**src/rtl/neuron_accumulator.sv**
```systemverilog
// Post-adder stage: saturating accumulation of signed tree sums, then rounding shift,
// activation and output clip. Define RELU_ACT_EN for ReLU activation (default: linear).
module neuron_accumulator #(
   parameter int SUM_BITS = 9,
   parameter int ACC_BITS = 16,
   parameter int N_CHUNKS = 4,
   parameter int SHIFT    = 2,
   parameter int OUT_BITS = 4
) (
   input  logic                       clk,
   input  logic                       rst_n,
   input  logic                       in_valid,
   output logic                       in_ready,
   input  logic signed [SUM_BITS-1:0] in_sum,
   input  logic                       in_last,
   output logic                       out_valid,
   input  logic                       out_ready,
   output logic signed [OUT_BITS-1:0] out_act,
   output logic                       out_sat,
   output logic                       out_err
);

   localparam int CNT_W   = $clog2(N_CHUNKS + 1);
   localparam int RND_POS = (SHIFT > 0) ? SHIFT - 1 : 0;

   localparam logic [CNT_W-1:0] LAST_CNT = CNT_W'(N_CHUNKS - 1);

   localparam logic signed [ACC_BITS:0] ACC_MAX = {2'b00, {(ACC_BITS-1){1'b1}}};
   localparam logic signed [ACC_BITS:0] ACC_MIN = {2'b11, {(ACC_BITS-1){1'b0}}};
   localparam logic signed [ACC_BITS:0] RND     =
      (SHIFT > 0) ? ((ACC_BITS+1)'(1) << RND_POS) : '0;
   localparam logic signed [ACC_BITS:0] OUT_MAX =
      {{(ACC_BITS-OUT_BITS+2){1'b0}}, {(OUT_BITS-1){1'b1}}};
`ifdef RELU_ACT_EN
   // ReLU floor at zero is not a saturation event; only the upper clip is.
   localparam logic signed [ACC_BITS:0] ACT_LO = '0;
`else
   localparam logic signed [ACC_BITS:0] ACT_LO =
      {{(ACC_BITS-OUT_BITS+2){1'b1}}, {(OUT_BITS-1){1'b0}}};
`endif

   typedef enum logic [1:0] {
      ST_ACC = 2'd0,
      ST_ACT = 2'd1,
      ST_OUT = 2'd2
   } state_t;

   state_t state_q, state_d;

   logic signed [ACC_BITS-1:0] acc_p0;
   logic [CNT_W-1:0]           cnt_q;
   logic                       sat_q;
   logic                       err_q;
   logic signed [ACC_BITS:0]   sum_p0;
   logic signed [ACC_BITS:0]   r_p1;
   logic                       accept;
   logic                       final_chunk;
   logic                       handshake;

   function automatic logic acc_ovf(input logic signed [ACC_BITS:0] x);
      return (x > ACC_MAX) || (x < ACC_MIN);
   endfunction

   function automatic logic signed [ACC_BITS-1:0] acc_clip(input logic signed [ACC_BITS:0] x);
      if (x > ACC_MAX)
         return ACC_MAX[ACC_BITS-1:0];
      else if (x < ACC_MIN)
         return ACC_MIN[ACC_BITS-1:0];
      else
         return x[ACC_BITS-1:0];
   endfunction

   // Half-up rounding; one guard bit keeps acc + RND from wrapping.
   function automatic logic signed [ACC_BITS:0] round_shift(input logic signed [ACC_BITS-1:0] a);
      logic signed [ACC_BITS:0] t;
      t = (ACC_BITS+1)'(a) + RND;
      return t >>> SHIFT;
   endfunction

   function automatic logic act_ovf(input logic signed [ACC_BITS:0] r);
`ifdef RELU_ACT_EN
      return r > OUT_MAX;
`else
      return (r > OUT_MAX) || (r < ACT_LO);
`endif
   endfunction

   function automatic logic signed [OUT_BITS-1:0] act_clip(input logic signed [ACC_BITS:0] r);
      if (r > OUT_MAX)
         return OUT_MAX[OUT_BITS-1:0];
      else if (r < ACT_LO)
         return ACT_LO[OUT_BITS-1:0];
      else
         return r[OUT_BITS-1:0];
   endfunction

   assign sum_p0 = (ACC_BITS+1)'(acc_p0) + (ACC_BITS+1)'(in_sum);
   assign r_p1   = round_shift(acc_p0);

   always_comb begin
      state_d     = state_q;
      accept      = 1'b0;
      final_chunk = 1'b0;
      handshake   = 1'b0;
      case (state_q)
         ST_ACC: begin
            accept      = in_valid && in_ready;
            final_chunk = accept && (in_last || (cnt_q == LAST_CNT));
            if (final_chunk)
               state_d = ST_ACT;
         end
         ST_ACT: state_d = ST_OUT;
         ST_OUT: begin
            handshake = out_ready;
            if (out_ready)
               state_d = ST_ACC;
         end
         default: state_d = ST_ACC;
      endcase
   end

   always_ff @(posedge clk or negedge rst_n) begin
      if (!rst_n) begin
         state_q   <= ST_ACC;
         in_ready  <= 1'b1;
         out_valid <= 1'b0;
      end else begin
         state_q   <= state_d;
         in_ready  <= (state_d == ST_ACC);
         out_valid <= (state_d == ST_OUT);
      end
   end

   // Stage p0: accumulate accepted chunks
   always_ff @(posedge clk or negedge rst_n) begin
      if (!rst_n) begin
         acc_p0 <= '0;
         cnt_q  <= '0;
         sat_q  <= 1'b0;
         err_q  <= 1'b0;
      end else if (accept) begin
         acc_p0 <= acc_clip(sum_p0);
         cnt_q  <= cnt_q + CNT_W'(1);
         sat_q  <= sat_q | acc_ovf(sum_p0);
         err_q  <= final_chunk && !in_last;
      end else if (handshake) begin
         acc_p0 <= '0;
         cnt_q  <= '0;
         sat_q  <= 1'b0;
         err_q  <= 1'b0;
      end
   end

   // Stage p1: requantize and activate, held until the consumer takes it
   always_ff @(posedge clk or negedge rst_n) begin
      if (!rst_n) begin
         out_act <= '0;
         out_sat <= 1'b0;
         out_err <= 1'b0;
      end else if (state_q == ST_ACT) begin
         out_act <= act_clip(r_p1);
         out_sat <= sat_q | act_ovf(r_p1);
         out_err <= err_q;
      end else if (handshake) begin
         out_act <= '0;
         out_sat <= 1'b0;
         out_err <= 1'b0;
      end
   end

endmodule

```
**config.mk**
```make
export PLATFORM = sky130hd
export DESIGN_NAME = neuron_accumulator
export DESIGN_NICKNAME = d
export VERILOG_FILES = /design/src/rtl/neuron_accumulator.sv
export SDC_FILE = /design/constraint.sdc
export NUM_CORES = 1
export LEC_CHECK = 0
export ABC_AREA = 0
export BUFFER_PORTS_ARGS = -buffer_cell sky130_fd_sc_hd__buf_2
export CAP_MARGIN = 20
export CORE_ASPECT_RATIO = 1.4
export CORE_MARGIN = 2
export CORE_UTILIZATION = 50
export DETAILED_ROUTE_END_ITERATION = 6
export GPL_ROUTABILITY_DRIVEN = 0
export PLACE_DENSITY = 0.69
export SLEW_MARGIN = 25
export SYNTH_ARGS = -nofsm -noshare
export SYNTH_HDL_FRONTEND = slang
export SYNTH_SLANG_ARGS = --single-unit
```
**constraint.sdc**
```tcl
create_clock -name clk -period 4.9 [get_ports clk]
set_clock_uncertainty 0.15 [all_clocks]
set_input_delay 0.49 -clock clk [delete_from_list [all_inputs] [get_ports clk]]
set_output_delay 0.49 -clock clk [all_outputs]
set_load 0.01 [all_outputs]
```
==> metrics.md, run 1 <==
| Metric | Value |
|---|---|
| Run status | `finished, final reports clean` |
| Most frequent cells in the layout | `41 x nand2_1, 39 x o21ai_0, 30 x dfrtp_1, 27 x a21oi_1, 23 x nor2_1` |
| Relative slew margins | `41.8%` |
| RR Endpoint | `acc_p0[2]` |
| Antenna Cells | `0` |
| Pwr dens | `674 nW/um^2` |
| Async S/R FF share, synth | `100%` |
| Post-detailed-route wirelength per cell | `~14 um` |
| Synth-to-Final Area Change | `9.78%` |
| EDFF count, synth | `0` |
| Initial antenna violation count | `0` |
| Vias in the first global route | `2076` |
| Final Hold Fails | `0` |
| Core area | `4880 um^2` |
| Kind of critical path | `reg -> reg` |
| Setup tns final | `0 ns` |
| Fin nets | `366` |
| Final Cell Area | `2800 um^2` |
| Clk_lat worst skew | `0.28 ns` |
| CP max-delay cell | `xnor2_2` |
| Post-route DRC violation count | `0` |
| Final Slew Violations | `0` |
| Crit-path max cell delay | `0.69 ns` |
| GRT Total Usage | `21.0%` |
| Fmax | `0.311 GHz` |
| Max Cap Viol | `0` |
| Initial Utilization | `around 52%` |
| H-Tree Depth | `2` |
| Post-Syn Instances | `between 300 and 400` |
| Setup violators final | `0` |
| Min Tclk post-route | `3.21 ns` |
| Setup ws final | `1.69 ns` |
| CTS sink cnt | `31` |
| Commonest non-fill, non-tap cell in the layout | `nand2_1` |
| Post-CTS Setup Repair Bufs | `0` |
| Hold WS | `0.0856 ns` |
| Tcrit/Tclk final | `between 60% and 70%` |
| DR vias/cell | `between 5 and 6` |
| Synth Flop Type | `dfrtp_1` |
| Avg Synthesized Cell Area | `8.16 um^2` |
| Pleak | `about 0.0012 uW` |
| # IOs | `22` |
| First-pass GRT wire length | `9.51 mm` |
| Root Buffer | `clkbuf_8` |
| Arrival time at the worst endpoint | `3.27 ns` |
| Total global routing overflow | `0` |
| Worst VDD drop | `approximately 0.36 mV` |
| CTS Buf Count | `5` |
| Placed Area | `2700 um^2` |
| Worst setup EP type | `register` |
| PortBufs | `21` |
| Number of core rows | `30` |
| # resized after CTS | `0` |
| Layout cells sized above 1 | `about an eighth` |
| Starting DRT DRC Count | `140` |
| Crit path launch type | `register` |
| Synth warn | `0` |
| Crit-path most repeated cell | `o21ai_0` |
| Post-Place Worst Slack | `1.35 ns` |
| Worst Setup SP | `acc_p0[1]` |
| Capture point of the worst path | `acc_p0[2]` |
| Pin count of the biggest net entering global routing | `32` |
| RSZ-0062 raised after global routing | `false` |
| Least-Margin Pin Slew | `0.869 ns` |
| Mapped Area | `2550 um^2` |
| Worst r2r src | `acc_p0[1]` |
| Synth unique cells | `57` |
| Crit Path Max Fanout | `19` |
| Register area share after synthesis | `30.5%` |
| Worst path cell trace | `ha_1 > a211oi_1 > o211ai_2 > a31oi_2 > o31ai_2 > xnor2_2 > o21ai_0 > o21ai_0` |
| Hold buffer count at CTS | `0` |
| Number of synthesized register bits | `31` |
| Die area | `~5700 um^2` |
| Clock-pin transition on the worst setup and hold timing paths | `approximately 0.07 ns` |
| Antenna-violating nets left | `0` |
| DRT Pass-1 Iters | `4` |
| WP data required | `4.95 ns` |
| TritonCTS clock tree | `yes` |
| Net Count, Synth | `346` |
| Reg2reg setup slack | `between 1.5 and 2 ns` |
| Die X | `64.3 um` |
| Height of the chip | `88.4 um` |
| HP Class | `in -> async` |
| CTS max path bufs | `2` |
| FF-to-FF path depth | `8` |
| Drt total wl | `about 5.7 mm` |
| Via count | `2315` |
| HPWL Detailed | `4.34 mm` |
[synth_stat cells, types with 2 or more instances]
master | instances | area (um^2)
o22ai_1 | 3 | 18.8
o21ai_1 | 7 | 35.0
nor3b_1 | 2 | 15.0
nor4_4 | 2 | 42.5
xor2_1 | 5 | 43.8
and2_1 | 3 | 18.8
nand4_1 | 3 | 18.8
a22o_1 | 2 | 17.5
o21a_1 | 5 | 37.5
inv_1 | 12 | 45.0
o21ai_0 | 39 | 195
o2111ai_1 | 2 | 17.5
or2_2 | 2 | 12.5
or3_1 | 2 | 12.5
a211o_2 | 3 | 30.0
mux2i_1 | 2 | 20.0
a31oi_1 | 5 | 31.3
a21oi_1 | 27 | 135
clkbuf_1 | 5 | 18.8
nor4_1 | 2 | 12.5
nor2_1 | 23 | 86.3
or4_1 | 2 | 15.0
a21o_1 | 2 | 15.0
and4_1 | 2 | 17.5
nor4b_1 | 2 | 17.5
nand3b_1 | 2 | 15.0
and3_1 | 3 | 18.8
nand3_1 | 12 | 60.1
xnor2_1 | 9 | 78.8
nand2_1 | 41 | 154
dfrtp_1 | 30 | 751
o31ai_1 | 2 | 15.0
ha_1 | 19 | 238
a32o_1 | 2 | 20.0
nand2b_1 | 2 | 12.5
buf_2 | 2 | 10.0
nor2b_1 | 3 | 18.8
a211oi_1 | 2 | 15.0
[critical path: cells and delay by family (launching register included)]
family,cells,cell delay [ns]
adders and majority gates,1,0.32
xor gates and xnor gates,1,0.69
DFF,1,0.46
AOI/OAI and AO/OA,6,1.50
[state kept, by name, indices dropped and copies added, names as in the netlist]
register	flops
out_act	4
out_sat	1
cnt_q	3
err_q	1
out_err	1
out_valid	1
sat_q	1
in_ready	1
acc_p0	16
state_q	2
[kinds of logic after synthesis]
family | share of synthesized area (%)
multiplexers | 1.23
flip-flops | 30.5
XOR/XNOR | 5.45
buffers and inverters | 3.39
AND/OR/NAND/NOR | 22.5
adder cells (fa/ha/maj) | 10.1
AO/OA/AOI/OAI | 26.8
[per-layer routing]
| layer | global-route usage, % | share of wire, % | up-vias |
|---|---|---|---|
| met2 | 38.2 | 50 | 44 |
| met3 | 2.42 | 2.9 | 6 |
| met5 | 0 | 0 | - |
| li1 | - | - | 1194 |
| met1 | 26.6 | 46 | 1071 |
| met4 | 5.42 | 0.96 | 0 |
[area by class of cell]
type / instances / area, um^2
fill: 474 / 2080
inverter: 12 / 45.0
multi-input combinational: 260 / 1700
clock buffer: 8 / 80.1
tap: 64 / 80.1
sequential: 31 / 777
timing repair buffer: 22 / 113
[worst min-delay path by stage]
stage / start / to / depth (start not counted) / slack [ns]
after floorplan: rst_n / acc_p0[0] / 0 / 0.04
after global placement: out_act[3] / out_act[3] / 2 / 0.33
after detailed placement: cnt_q[2] / cnt_q[2] / 2 / 0.32
after CTS: rst_n / out_act[2] / 1 / 0.12
after global routing: rst_n / out_act[2] / 1 / 0.14
final: rst_n / out_act[2] / 1 / 0.09
[report_power, final]
part | internal, uW | leakage (uW) | switching, uW
registers | 380 | 0.000386 | 153
clock network | 101 | 0.0000395 | 90.4
logic | 478 | 0.000789 | 683
total | 959 | 0.00121 | 926
[per-stage QoR]
step	utilization (%)	std cells	total power, uW
finish	57.3	397	1880
global route	57.3	397	2070
CTS	57.1	397	1870
detailed placement	55.4	389	1680
global placement	55.4	389	1660
floorplan	-	312	1420
(Power assumes the default switching activity.)
==> run 2: changes to the inputs <==
Settings changed: ABC_AREA 0 to 1, PLACE_DENSITY 0.69 to 0.71.
Clock period 4.9 ns to 2.68 ns, I/O delays scaled along.
==> run 2 against run 1 <==
Net effect:
- register-to-register slack got worse by 1.4 ns
- core utilization decreased by 1.4 points
- highest routed layer unchanged
- critical path type unchanged
- setup slack got worse by 1.4 ns
- non-clock buffer count increased by 2
- critical path depth rose by 6
- sequential share of layout area down 2.1 points
- first-iteration DRC count is 21% lower
==> metrics.md, run 2 <==
| Metric | Value |
|---|---|
| Drt total wl | `6.58 mm` |
| Clk_lat worst skew | `about 0.29 ns` |
| Post-Syn Instances | `401` |
| First-pass GRT wire length | `11.2 mm` |
| Crit Path Max Fanout | `12` |
| TritonCTS clock tree | `yes` |
| Setup ws final | `0.265 ns` |
| Final core occ | `between 50% and 60%` |
| HPWL Detailed | `about 5.4 mm` |
| Crit path launch type | `register` |
| RSZ-0062 raised after global routing | `false` |
| GR peak layer | `met2` |
| PortBufs | `21` |
| Die area | `6130 um^2` |
| Kind of critical path | `reg -> reg` |
| Core area | `5410 um^2` |
| Least-Margin Pin Slew | `slightly below 0.7 ns` |
| Met3 Use GR | `between 3 and 4%` |
| EDFF count, synth | `0` |
| Synth warn | `0` |
| Synth-to-Final Area Change | `9.72%` |
| DR vias/cell | `5.25` |
| CTS sink cnt | `31` |
| Top-count cell post-synth | `nand2_1` |
| Tcrit/Tclk final | `around 90%` |
| Synth area leader | `dfrtp_1` |
| H-Tree Depth | `2` |
| Pwr dens | `1180 nW/um^2` |
| Max Cap Viol | `0` |
| Number of core rows | `32` |
| Min Tclk post-route | `2.41 ns` |
| Clock-pin transition on the worst setup and hold timing paths | `0.07 ns` |
| Starting DRT DRC Count | `~110` |
| Final Hold Fails | `0` |
| Run status | `finished, final reports clean` |
| Antenna Cells | `0` |
| Setup tns final | `0 ns` |
| Async S/R FF share, synth | `100%` |
| Largest reg by FF count | `acc_p0` |
| Root Buffer | `clkbuf_8` |
| Vias in the first global route | `2555` |
| Total global routing overflow | `0` |
| DRT Pass-1 Iters | `4` |
| CP Buf/Inv Count | `2` |
| Synth Flop Type | `dfrtp_1` |
| CP max-delay cell | `fa_1` |
| Synth unique cells | `36` |
| Synth top area share | `27.3%` |
| Initial Utilization | `50.9%` |
| WP data required | `2.75 ns` |
| Via count | `between 2000 and 3000` |
| CTS max path bufs | `2` |
| Antenna-violating nets left | `0` |
| Crit-path most repeated cell | `nand2_2` |
| Most frequent cells in the layout | `131 x nand2_1, 46 x inv_1, 37 x nor2_1, 33 x nand3_1, 30 x dfrtp_1` |
| Initial antenna violation count | `0` |
| # IOs | `22` |
| Net Count, Synth | `between 400 and 500` |
| Relative slew margins | `53.9%` |
| Synth top area cells | `dfrtp_1 27%, nand2_1 18%, ha_1 8.6%` |
| CTS Buf Count | `5` |
| Pleak | `0.00162 uW` |
| Post-route DRC violation count | `0` |
| Die X | `about 67 um` |
| Worst setup EP type | `register` |
| Largest registers | `acc_p0: 16 flops, out_act: 4 flops, cnt_q: 3 flops` |
| M1 GR Usage | `about a quarter` |
| Register area share after synthesis | `28.2%` |
| Pin count of the biggest net entering global routing | `32` |
| Worst VDD drop | `0.558 mV` |
| Met2 Track Usage GR | `between 40% and 50%` |
| Synth top cells by count | `131 x nand2_1, 46 x inv_1, 37 x nor2_1` |
| Mapped Area | `between 2000 and 3000 um^2` |
| CP top delay family | `simple AND/OR/NAND/NOR gates` |
| Post-detailed-route wirelength per cell | `13.2 um` |
| Crit-path max cell delay | `0.41 ns` |
| Post-Place Worst Slack | `0.293 ns` |
| Fin nets | `463` |
| Layout cells sized above 1 | `between 15 and 20%` |
| GRT Total Usage | `a little under a quarter` |
| Avg Synthesized Cell Area | `6.87 um^2` |
| Setup violators final | `0` |
| Overall power | `3580 uW` |
| Number of synthesized register bits | `31` |
| Fmax | `0.414 GHz` |
| Commonest non-fill, non-tap cell in the layout | `nand2_1` |
| Final Slew Violations | `0` |
| Worst path cell trace | `ha_1 > inv_1 > fa_1 > o21ai_2 > nand2_2 > nand2_4 > nand3_2 > nand2_1 > nand2_2 > nand2_4 > nand3_2 > nand2_1 > inv_1 > nand2_2` |
| Number of flip-flops under the largest register name | `16` |
| Height of the chip | `just over 90 um` |
| HP Class | `in -> reg` |
| Arrival time at the worst endpoint | `2.49 ns` |
run 2: changes by cell type in the layout (fill, tap and decap cells not counted), sizes merged, moves of 14 or more:
cell   previous run  this run
a21oi            27        13
inv              12        46
nand2            41       156
nand3            13        37
nor2             23        44
o21ai            46         9
run 2: path summary, 6_finish.rpt:
check / slack [ns] / cells after the start / start / end
worst max-delay path: 0.27 / 14 / acc_p0[0] / acc_p0[9]
worst min-delay path: 0.05 / 2 / in_last / err_q
worst max register to register: 0.27 / 14 / acc_p0[0] / acc_p0[9]
worst min register to register: 0.33 / 2 / out_act[0] / out_act[0]
max in group asynchronous: 1.52 / 2 / rst_n / acc_p0[12]
min in group asynchronous: 0.41 / 2 / rst_n / acc_p0[1]
run 2: where the power goes:
| group | internal, uW | switching [uW] | leakage [uW] |
|---|---|---|---|
| logic | 843 | 1430 | 0.00119 |
| clock network | 181 | 182 | 0.0000412 |
| registers | 696 | 243 | 0.000391 |
| total | 1720 | 1850 | 0.00162 |
run 2: final cells by class:
| type | count | area, um^2 |
|---|---|---|
| flip-flops and latches | 31 | 777 |
| inverters | 46 | 173 |
| multi-input cells | 321 | 1770 |
| clock buffers | 6 | 72.6 |
| fillers | 527 | 2380 |
| repair buffers | 24 | 130 |
| well taps | 68 | 85.1 |
| clock inverters | 2 | 12.5 |
run 2: worst register-to-register path, cell delays in order, from the launching register on:
cell	delay [ns]
dfrtp_1	0.36
ha_1	0.18
inv_1	0.05
fa_1	0.41
o21ai_2	0.23
nand2_2	0.09
nand2_4	0.09
nand3_2	0.06
nand2_1	0.08
nand2_2	0.06
nand2_4	0.09
nand3_2	0.21
nand2_1	0.13
inv_1	0.06
nand2_2	0.07
run 2: timing repair:
| action | CTS | global route |
|---|---|---|
| gates resized for setup | 0 | 0 |
| hold endpoints to repair | 30 | 0 |
| setup buffers | 0 | 0 |
| hold buffers | 1 | 0 |
run 2: routing by layer:
layer / vias up / routed length (um) / part of all wire [%]
li1: 1334 / - / -
met1: 1206 / 2650 / 40
met2: 60 / 3540 / 54
met3: 16 / 202 / 3.1
met4: 0 / 191 / 2.9
met5: - / 0 / 0
run 2: cells by family (layout without fill, tap and decap cells):
logic type	count (synthesis)	after routing	synth area share (%)
flip-flops	31	31	28.2
adder cells (fa/ha/maj)	20	20	9.36
XOR/XNOR	16	16	5.09
AO/OA/AOI/OAI	32	32	6.86
AND/OR/NAND/NOR	253	253	43.0
buffers and inverters	49	78	7.45
run 2: metrics by stage:
stage               hold WS (ns)  cells  area, um^2
CTS                       0.0429    498        3020
detailed placement         0.198    489        2930
global placement           0.190    489        2930
global route              0.0477    498        3020
finish                    0.0479    498        3020
floorplan                 -0.178    401        2750
